==> src/rtl/digit_scan_display_pkg.sv <==
// Shared constants for the digit scan display: active-low seven-segment
// patterns, data widths and the capture count saturation value.
package digit_scan_display_pkg;

  localparam int unsigned DIGIT_W = 4;
  localparam int unsigned SEG_W   = 7;
  localparam int unsigned COUNT_W = 4;

  localparam logic [SEG_W-1:0] SEG_0     = 7'h40;
  localparam logic [SEG_W-1:0] SEG_1     = 7'h79;
  localparam logic [SEG_W-1:0] SEG_2     = 7'h24;
  localparam logic [SEG_W-1:0] SEG_3     = 7'h30;
  localparam logic [SEG_W-1:0] SEG_4     = 7'h19;
  localparam logic [SEG_W-1:0] SEG_5     = 7'h12;
  localparam logic [SEG_W-1:0] SEG_6     = 7'h02;
  localparam logic [SEG_W-1:0] SEG_7     = 7'h78;
  localparam logic [SEG_W-1:0] SEG_8     = 7'h00;
  localparam logic [SEG_W-1:0] SEG_9     = 7'h10;
  localparam logic [SEG_W-1:0] SEG_DASH  = 7'h3F;
  localparam logic [SEG_W-1:0] SEG_BLANK = 7'h7F;

  localparam logic [COUNT_W-1:0] COUNT_MAX = 4'd15;

endpackage

==> src/rtl/digit_scan_display_seg7_decode.sv <==
// Combinational 4-bit value to active-low {g,f,e,d,c,b,a} pattern; values
// above 9 show a dash, blank forces all segments off.
module seg7_decode
  import digit_scan_display_pkg::*;
(
  input  logic [DIGIT_W-1:0] value,
  input  logic               blank,
  output logic [SEG_W-1:0]   seg_c
);

  always_comb begin
    seg_c = SEG_DASH;
    if (blank) begin
      seg_c = SEG_BLANK;
    end else begin
      case (value)
        4'd0:    seg_c = SEG_0;
        4'd1:    seg_c = SEG_1;
        4'd2:    seg_c = SEG_2;
        4'd3:    seg_c = SEG_3;
        4'd4:    seg_c = SEG_4;
        4'd5:    seg_c = SEG_5;
        4'd6:    seg_c = SEG_6;
        4'd7:    seg_c = SEG_7;
        4'd8:    seg_c = SEG_8;
        4'd9:    seg_c = SEG_9;
        default: seg_c = SEG_DASH;
      endcase
    end
  end

endmodule

==> src/rtl/digit_scan_display.sv <==
// Captures one digit per resynchronised step into a history buffer and scans
// the buffer onto a multiplexed common-anode seven-segment display.
module digit_scan_display
  import digit_scan_display_pkg::*;
#(
  parameter int unsigned DIGITS   = 4,
  parameter int unsigned SCAN_DIV = 50000,
  parameter int unsigned CNT_W    = 16
) (
  input  logic                 sd_clk,
  input  logic                 sd_preset,
  input  logic                 sd_step,
  input  logic [DIGIT_W-1:0]   sd_digit,
  input  logic                 sd_clear,
  output logic [SEG_W-1:0]     sd_seg,
  output logic [DIGITS-1:0]    sd_an,
  output logic [COUNT_W-1:0]   sd_count,
  output logic                 sd_err
);

  localparam int unsigned IDX_W = (DIGITS > 1) ? $clog2(DIGITS) : 1;

  logic                 sync1, sync2, sync3;
  logic                 cap_pulse;
  logic [DIGIT_W-1:0]   hist [DIGITS];
  logic [IDX_W-1:0]     idx;
  logic [CNT_W-1:0]     div;
  logic                 blank;
  logic [SEG_W-1:0]     seg_next;

  // Two-flop synchroniser plus an edge-detect stage; only rising edges capture.
  always_ff @(posedge sd_clk or negedge sd_preset) begin
    if (!sd_preset) begin
      sync1 <= 1'b0;
      sync2 <= 1'b0;
      sync3 <= 1'b0;
    end else begin
      sync1 <= sd_step;
      sync2 <= sync1;
      sync3 <= sync2;
    end
  end

  assign cap_pulse = sync2 & ~sync3;

  // sd_digit settled on the same step edge long before cap_pulse, so it is
  // sampled directly. Clear beats a coincident capture.
  always_ff @(posedge sd_clk or negedge sd_preset) begin
    if (!sd_preset) begin
      for (int i = 0; i < int'(DIGITS); i++) hist[i] <= '0;
      sd_count <= '0;
      sd_err   <= 1'b0;
    end else if (sd_clear) begin
      for (int i = 0; i < int'(DIGITS); i++) hist[i] <= '0;
      sd_count <= '0;
      sd_err   <= 1'b0;
    end else if (cap_pulse) begin
      hist[0] <= sd_digit;
      for (int i = int'(DIGITS) - 1; i > 0; i--) hist[i] <= hist[i-1];
      if (sd_count != COUNT_MAX) sd_count <= sd_count + COUNT_W'(1);
      if (sd_digit > DIGIT_W'(9)) sd_err <= 1'b1;
    end
  end

  // Scan divider and display position index.
  always_ff @(posedge sd_clk or negedge sd_preset) begin
    if (!sd_preset) begin
      div <= '0;
      idx <= '0;
    end else if (div == CNT_W'(SCAN_DIV - 1)) begin
      div <= '0;
      idx <= (idx == IDX_W'(DIGITS - 1)) ? '0 : idx + IDX_W'(1);
    end else begin
      div <= div + CNT_W'(1);
    end
  end

  assign blank = (COUNT_W'(idx) >= sd_count);

  seg7_decode u_decode (
    .value (hist[idx]),
    .blank (blank),
    .seg_c (seg_next)
  );

  // Segments and anodes share one register stage so they switch together.
  always_ff @(posedge sd_clk or negedge sd_preset) begin
    if (!sd_preset) begin
      sd_seg <= SEG_BLANK;
      sd_an  <= '1;
    end else begin
      sd_seg <= seg_next;
      sd_an  <= ~(DIGITS'(1) << idx);
    end
  end

endmodule

==> config.mk <==
export PLATFORM = sky130hd
export DESIGN_NAME = digit_scan_display
export DESIGN_NICKNAME = d
export VERILOG_FILES = /design/src/rtl/digit_scan_display_pkg.sv /design/src/rtl/digit_scan_display_seg7_decode.sv /design/src/rtl/digit_scan_display.sv
export SDC_FILE = /design/constraint.sdc
export NUM_CORES = 1
export LEC_CHECK = 0
export BUFFER_PORTS_ARGS = -buffer_cell sky130_fd_sc_hd__clkbuf_2
export CAP_MARGIN = 30
export CORE_MARGIN = 2
export CORE_UTILIZATION = 30
export DETAILED_ROUTE_END_ITERATION = 16
export SKIP_CTS_REPAIR_TIMING = 1
export SLEW_MARGIN = 20
export SYNTH_ARGS = -nofsm -noshare
export SYNTH_HDL_FRONTEND = slang
export SYNTH_SLANG_ARGS = --single-unit
==> constraint.sdc <==
create_clock -name sd_clk -period 4.7 [get_ports sd_clk]
set_clock_uncertainty 0.1 [all_clocks]
set_input_delay 0.47 -clock sd_clk [delete_from_list [all_inputs] [get_ports sd_clk]]
set_output_delay 0.47 -clock sd_clk [all_outputs]
set_load 0.01 [all_outputs]
==> impl_metrics.env, run 1 <==
export IMPL_fp_dieArea_um2=9090
export IMPL_synth_cell_type_count=32
export IMPL_async_flop_share_pct=100
export IMPL_met1_usage_pct=14.8
export IMPL_power_density_nw_per_um2=305
export IMPL_p_int_mw=0.652
export IMPL_ios=24
export IMPL_numPortBuffers=23
export IMPL_drive_gt1_share_pct=19.0
export IMPL_cts_buffers=5
export IMPL_crit_buf_inv=2
export IMPL_design_area_um2=2810
export IMPL_nets=284
export IMPL_clk_pin_slew_worst_paths_ns=0.09
export IMPL_drt_initial_drc_count=108
export IMPL_setup_tns_ns=0
export IMPL_rsz0062_at_grt="false"
export IMPL_fill_cells=835
export IMPL_arrival_ns=2.38
export IMPL_cts_htree_levels=2
export IMPL_end_kind="register"
export IMPL_postPlaceCellArea_um2=2710
export IMPL_rows=33
export IMPL_cpLargestDelayFamily="multiplexers"
export IMPL_p_sw_share_pct=24.1
export IMPL_ys_seq_elements=53
export IMPL_ys_flop_type="dfrtp_1"
export IMPL_synthTopCellsByArea="dfrtp_1 42%, dfstp_2 12%, ha_1 7.0%"
export IMPL_synth_common_cells="42 x dfrtp_1, 39 x nand2_1, 23 x a21oi_1"
export IMPL_synth_edf_count=0
export IMPL_start_kind="register"
export IMPL_clk_path_buf_depth=2
export IMPL_worst_pin_slew_ns=0.677
export IMPL_drcViolationCount=0
export IMPL_cts_tree="yes"
export IMPL_synth_top_area_share_pct=42.0
export IMPL_overflow=0
export IMPL_place_congestion=0.810
export IMPL_netSwitchingPower_mw=0.207
export IMPL_netlist_area_um2=2500
export IMPL_hold_viol_final=0
export IMPL_die_y_um=95.4
export IMPL_drv_slew=0
export IMPL_crit_top_cell="inv_1"
export IMPL_max_clock_freq_ghz=0.447
export IMPL_dp_slack_ns=2.46
export IMPL_avgViaCountPerCell=4.55
export IMPL_setup_viol=0
export IMPL_wire_per_inst_um=11.6
export IMPL_required_ns=4.84
export IMPL_setup_ws_ns=2.46
export IMPL_cp_slowest_cell="mux4_1"
export IMPL_root_buffer="clkbuf_8"
export IMPL_ir_worst_vdd_mv=0.120
export IMPL_final_antenna_net_count=0
export IMPL_globalRouteMet3Util_pct=2.06
export IMPL_yosysSeqAreaShare_pct=53.5
export IMPL_synth_fp_nets=261
export IMPL_status="finished clean"
export IMPL_yosysMostFrequentCell="dfrtp_1"
export IMPL_wl_um=4280
export IMPL_cap_violations=0
export IMPL_core_um2=8130
export IMPL_clock_sinks=53
export IMPL_grt_max_degree=54
export IMPL_pwr_share_seq_pct=57.8
export IMPL_worstPathMaxFanout=7
export IMPL_first_global_vias=1502
export IMPL_start_util_pct=30.8
export IMPL_antenna_found_initial=0
export IMPL_grt_busiest_layer="met2"
export IMPL_vias=1673
export IMPL_crit_type="register to register"
export IMPL_synth_warnings=0
export IMPL_p_leak_nw=1.23
export IMPL_track_usage_pct=10.2
export IMPL_syn_area_per_cell_um2=10.5
export IMPL_hold_class="input pin to async pin"
export IMPL_relSlewSlack_pct=54.9
export IMPL_die_w_um=95.4
export IMPL_syn2layout_area_growth_pct=12.3
export IMPL_clkPwrFrac_pct=32.2
export IMPL_antennaDiodeCount=0
export IMPL_drt_pass1_iterations=4
export IMPL_clk_latency_ns=0.30
export IMPL_synth_area_leader_cell="dfrtp_1"
export IMPL_fin_crit_sh_pct=47.6
export IMPL_dpl_hpwl_um=3010
export IMPL_min_period_ns=2.24
export IMPL_crit_chain="mux4_1 -> inv_1 -> ha_1 -> inv_1 -> mux2_4 -> mux2i_1 -> nand2_1"
export IMPL_use_met2_pct=14.9
export IMPL_synthCells=239
export IMPL_combPwrFrac_pct=10.0
export IMPL_grt_pass1_wl_um=7290
export IMPL_slowest_delay_ns=0.72
-- cell type report --
| type | instances | area, µm² | area share [%] |
|---|---|---|---|
| flip-flops and latches | 53 | 1340 | 47.6 |
| multi-input cells | 162 | 1050 | 37.5 |
| well taps | 105 | 131 | 4.67 |
| repair buffers | 25 | 130 | 4.63 |
| clock buffers | 7 | 96.3 | 3.43 |
| inverters | 15 | 56.3 | 2.00 |
| clock inverters | 1 | 5.00 | 0.178 |
-- worst paths after layout --
path                                 from  slack [ns]           to  depth (start not counted)
worst max-delay path               idx[0]        2.46    sd_seg[4]                          7
worst min-delay path            sd_preset        0.16  sd_count[0]                          2
worst max register to register     idx[0]        2.46    sd_seg[4]                          7
worst min register to register      sync1        0.26        sync2                          0
max in group asynchronous       sd_preset        3.91  sd_count[3]                          2
min in group sd_clk               sd_step        0.18        sync1                          1
-- layout by cell type, fill, tap and decap left out --
| cell | synthesis | final |
|---|---|---|
| dfrtp_1 | 42 | 42 |
| nand2_1 | 39 | 39 |
| a21oi_1 | 23 | 23 |
| clkbuf_2 | 0 | 23 |
| inv_1 | 15 | 15 |
| nor2_1 | 15 | 15 |
| ha_1 | 14 | 14 |
| o21ai_0 | 12 | 12 |
| dfstp_2 | 11 | 11 |
| nand3_1 | 9 | 9 |
| xnor2_1 | 8 | 8 |
| clkbuf_8 | 0 | 7 |
| xor2_1 | 5 | 5 |
| nor3_1 | 5 | 5 |
| nand2b_1 | 4 | 4 |
| or3_1 | 4 | 4 |
| nand4_1 | 4 | 4 |
| mux4_2 | 3 | 3 |
| mux2i_1 | 3 | 3 |
| nor4_1 | 3 | 3 |
| or4b_1 | 2 | 2 |
| nor2b_1 | 2 | 2 |
| buf_4 | 1 | 2 |
| mux4_1 | 1 | 1 |
| o21ai_1 | 1 | 1 |
| o31a_2 | 1 | 1 |
| mux2_4 | 1 | 1 |
| nand3b_1 | 1 | 1 |
| nor4_4 | 1 | 1 |
| a21o_1 | 1 | 1 |
| clkinv_2 | 0 | 1 |
-- metal layers --
metal	wire length, µm	share of wire [%]
met5	0	0
met4	81	1.9
met3	202	4.7
met2	1820	42
met1	2180	51
-- metrics by stage --
step	utilization (%)	cells	hold WS [ns]	total power, mW
floorplan	-	239	0.0744	0.554
global placement	33.3	360	0.235	0.592
detailed placement	33.3	360	0.237	0.593
CTS	34.6	368	0.169	0.873
global route	34.6	368	0.169	0.908
finish	34.6	368	0.165	0.859
-- kinds of logic after synthesis --
family          share of synthesized area, %
flops                                   53.5
fa+ha+maj                               7.00
buf+inv                                 4.40
mux                                     5.55
xor+xnor                                4.55
simple gates                            17.1
compound gates                          7.90
-- power by group through the flow --
| stage | Clock [mW] | Combinational (mW) | Sequential (mW) |
|---|---|---|---|
| after detailed placement | 0 | 0.0883 | 0.505 |
| after floorplan | 0 | 0.0409 | 0.513 |
| after global routing | 0.310 | 0.0987 | 0.500 |
| final | 0.277 | 0.0859 | 0.496 |
| after CTS | 0.288 | 0.0885 | 0.496 |
| after global placement | 0 | 0.0874 | 0.505 |
-- state kept, by name (all words and copies together), names as in the netlist --
| name | count |
|---|---|
| div | 16 |
| sd_seg | 7 |
| sync1 | 1 |
| idx | 2 |
| sync2 | 1 |
| sd_an | 4 |
| sd_err | 1 |
| sd_count | 4 |
| sync3 | 1 |
| hist | 16 |
No activity file was read; power rests on OpenSTA's default activity.
==> run 2: changes to the inputs <==
==> constraint.sdc (replaced) <==
create_clock -name sd_clk -period 2.1 [get_ports sd_clk]
set_clock_uncertainty 0.1 [all_clocks]
set_input_delay 0.21 -clock sd_clk [delete_from_list [all_inputs] [get_ports sd_clk]]
set_output_delay 0.21 -clock sd_clk [all_outputs]
set_load 0.01 [all_outputs]
==> run 2 against run 1 <==
Critical path depth did not move. Power rose by 120%. Design area rose by 1.4%. Via count rose by 3.8%. Utilization rose by 0.49 points.
==> impl_metrics.env, run 2 (same netlist as run 1, synthesis figures left out) <==
export IMPL_dpl_cell_count=365
export IMPL_drt_initial_drc_count=105
export IMPL_grt_pass1_wl_um=7870
export IMPL_p_int_mw=1.40
export IMPL_rsz0062_at_grt="false"
export IMPL_arrival_ns=2.16
export IMPL_wl_um=4470
export IMPL_clock_sinks=53
export IMPL_crit_type="register to register"
export IMPL_die_y_um=95.4
export IMPL_relSlewSlack_pct=57.4
export IMPL_whs_endpoint="hist[12]"
export IMPL_hold_viol_final=0
export IMPL_clk_latency_ns=0.31
export IMPL_die_w_um=95.4
export IMPL_drive_gt1_share_pct=20.4
export IMPL_min_period_ns=2.02
export IMPL_clk_pin_slew_worst_paths_ns=0.09
export IMPL_root_buffer="clkbuf_8"
export IMPL_required_ns=2.24
export IMPL_core_um2=8130
export IMPL_max_clock_freq_ghz=0.496
export IMPL_dp_slack_ns=0.0372
export IMPL_pwr_share_seq_pct=59.3
export IMPL_vias=1737
export IMPL_crit_chain="mux4_1 -> inv_1 -> ha_1 -> inv_1 -> mux2_4 -> mux2i_1 -> nand2_1"
export IMPL_cap_violations=0
export IMPL_cp_slowest_cell="mux4_1"
export IMPL_reg2reg_from="idx[0]"
export IMPL_p_total_mw=1.87
export IMPL_p_sw_share_pct=25.3
export IMPL_dpl_hpwl_um=3110
export IMPL_status="finished clean"
export IMPL_cts_htree_levels=2
export IMPL_worstPathMaxFanout=6
export IMPL_syn2layout_area_growth_pct=13.9
export IMPL_worst_r2r_setup_slack_ns=0.08
export IMPL_drt_pass1_iterations=4
export IMPL_crit_buf_inv=2
export IMPL_setup_tns_ns=0
export IMPL_stdcell_count=375
export IMPL_start_util_pct=30.8
export IMPL_final_cell_mix="41 x dfrtp_1, 39 x nand2_1, 23 x a21oi_1, 23 x clkbuf_2"
export IMPL_cts_buffers=5
export IMPL_ios=24
export IMPL_drv_slew=0
export IMPL_antenna_found_initial=0
export IMPL_hold_class="input pin to register"
export IMPL_avgViaCountPerCell=4.63
export IMPL_end_kind="register"
export IMPL_reg_top3="div (16), hist (16), sd_seg (7)"
export IMPL_setup_viol=0
export IMPL_final_common_cell="dfrtp_1"
export IMPL_fin_crit_sh_pct=96.0
export IMPL_fp_dieArea_um2=9090
export IMPL_netSwitchingPower_mw=0.474
export IMPL_wire_per_inst_um=11.9
export IMPL_antennaDiodeCount=0
export IMPL_grt_max_degree=54
export IMPL_setup_worst_path_start="idx[0]"
export IMPL_ir_worst_vdd_mv=0.222
export IMPL_worstRegToRegCells=7
export IMPL_min_from="sd_digit[0]"
export IMPL_p_leak_nw=1.25
export IMPL_seq_area_um2=1340
export IMPL_cpLargestDelayFamily="multiplexers"
export IMPL_final_antenna_net_count=0
export IMPL_holdPathStages=3
export IMPL_power_density_nw_per_um2=656
export IMPL_clkPwrFrac_pct=30.0
export IMPL_nets=291
export IMPL_setup_ws_ns=0.0850
export IMPL_start_kind="register"
export IMPL_drcViolationCount=0
export IMPL_slowest_delay_ns=0.59
export IMPL_rows=33
export IMPL_crit_top_cell="inv_1"
export IMPL_multiInputGateArea_um2=1050
export IMPL_combPwrFrac_pct=10.7
export IMPL_r2r_end="sd_seg[4]"
export IMPL_track_usage_pct=11.0
export IMPL_worst_pin_slew_ns=0.638
export IMPL_numPortBuffers=23
export IMPL_fill_cells=826
export IMPL_clk_path_buf_depth=2
export IMPL_overflow=0
export IMPL_place_congestion=0.775
export IMPL_cts_tree="yes"
export IMPL_first_global_vias=1668
## run 2: cell types whose count changed in the layout (fill, tap and decap cells not counted)
cell,previous run,this run
dlygate4sd3_1,0,2
clkbuf_1,0,1
buf_4,2,7
clkbuf_8,7,5
dfrtp_2,0,1
clkinv_2,1,2
dfrtp_1,42,41
## run 2: stage by stage
| step | hold WS, ns | cell area [µm²] | utilization (%) |
|---|---|---|---|
| finish | 0.0164 | 2850 | 35.1 |
| global route | 0.0166 | 2850 | 35.1 |
| CTS | -0.102 | 2830 | 34.8 |
| detailed placement | 0.228 | 2750 | 33.8 |
| global placement | 0.228 | 2750 | 33.8 |
| floorplan | -0.186 | 2500 | - |
## run 2: worst max-delay path by stage
stage                            to  slack [ns]  depth (start not counted)
after detailed placement  sd_seg[4]        0.04                          7
after global placement    sd_seg[4]        0.14                          7
after global routing      sd_seg[4]       0.001                          7
after CTS                 sd_seg[4]        0.03                          7
after floorplan           sd_seg[4]        0.05                          8
final                     sd_seg[4]        0.08                          7
## run 2: layout make-up
type | instances | share of cell area, %
well taps | 105 | 4.61
clock inverters | 2 | 0.351
multi-input cells | 162 | 36.9
inverters | 15 | 1.97
flip-flops and latches | 53 | 47.0
clock buffers | 6 | 2.54
repair buffers | 32 | 6.58
## run 2: worst reg2reg max path: cells and delay by family, from the launching register on
kind                       cells  cell delay, ns
muxes                          3            0.95
DFF                            1            0.44
buffers and inverters          2            0.19
adders and majority gates      1            0.20
and+or+nand+nor                1            0.07
## run 2: routing by layer
| layer | wire (µm) | share of wire, % | global-route usage, % | vias up |
|---|---|---|---|---|
| li1 | - | - | - | 860 |
| met1 | 2240 | 50 | 14.8 | 835 |
| met2 | 1940 | 44 | 17.4 | 37 |
| met5 | 0 | 0 | 0 | - |
| met4 | 72 | 1.6 | 4.11 | 0 |
| met3 | 214 | 4.8 | 2.29 | 5 |
## run 2: power by group through the flow
stage	clock [mW]	combinational (mW)	sequential, mW
after detailed placement	0	0.202	1.13
after global placement	0	0.198	1.13
after CTS	0.584	0.203	1.11
final	0.561	0.201	1.11
after global routing	0.629	0.229	1.12
after floorplan	0	0.0916	1.15
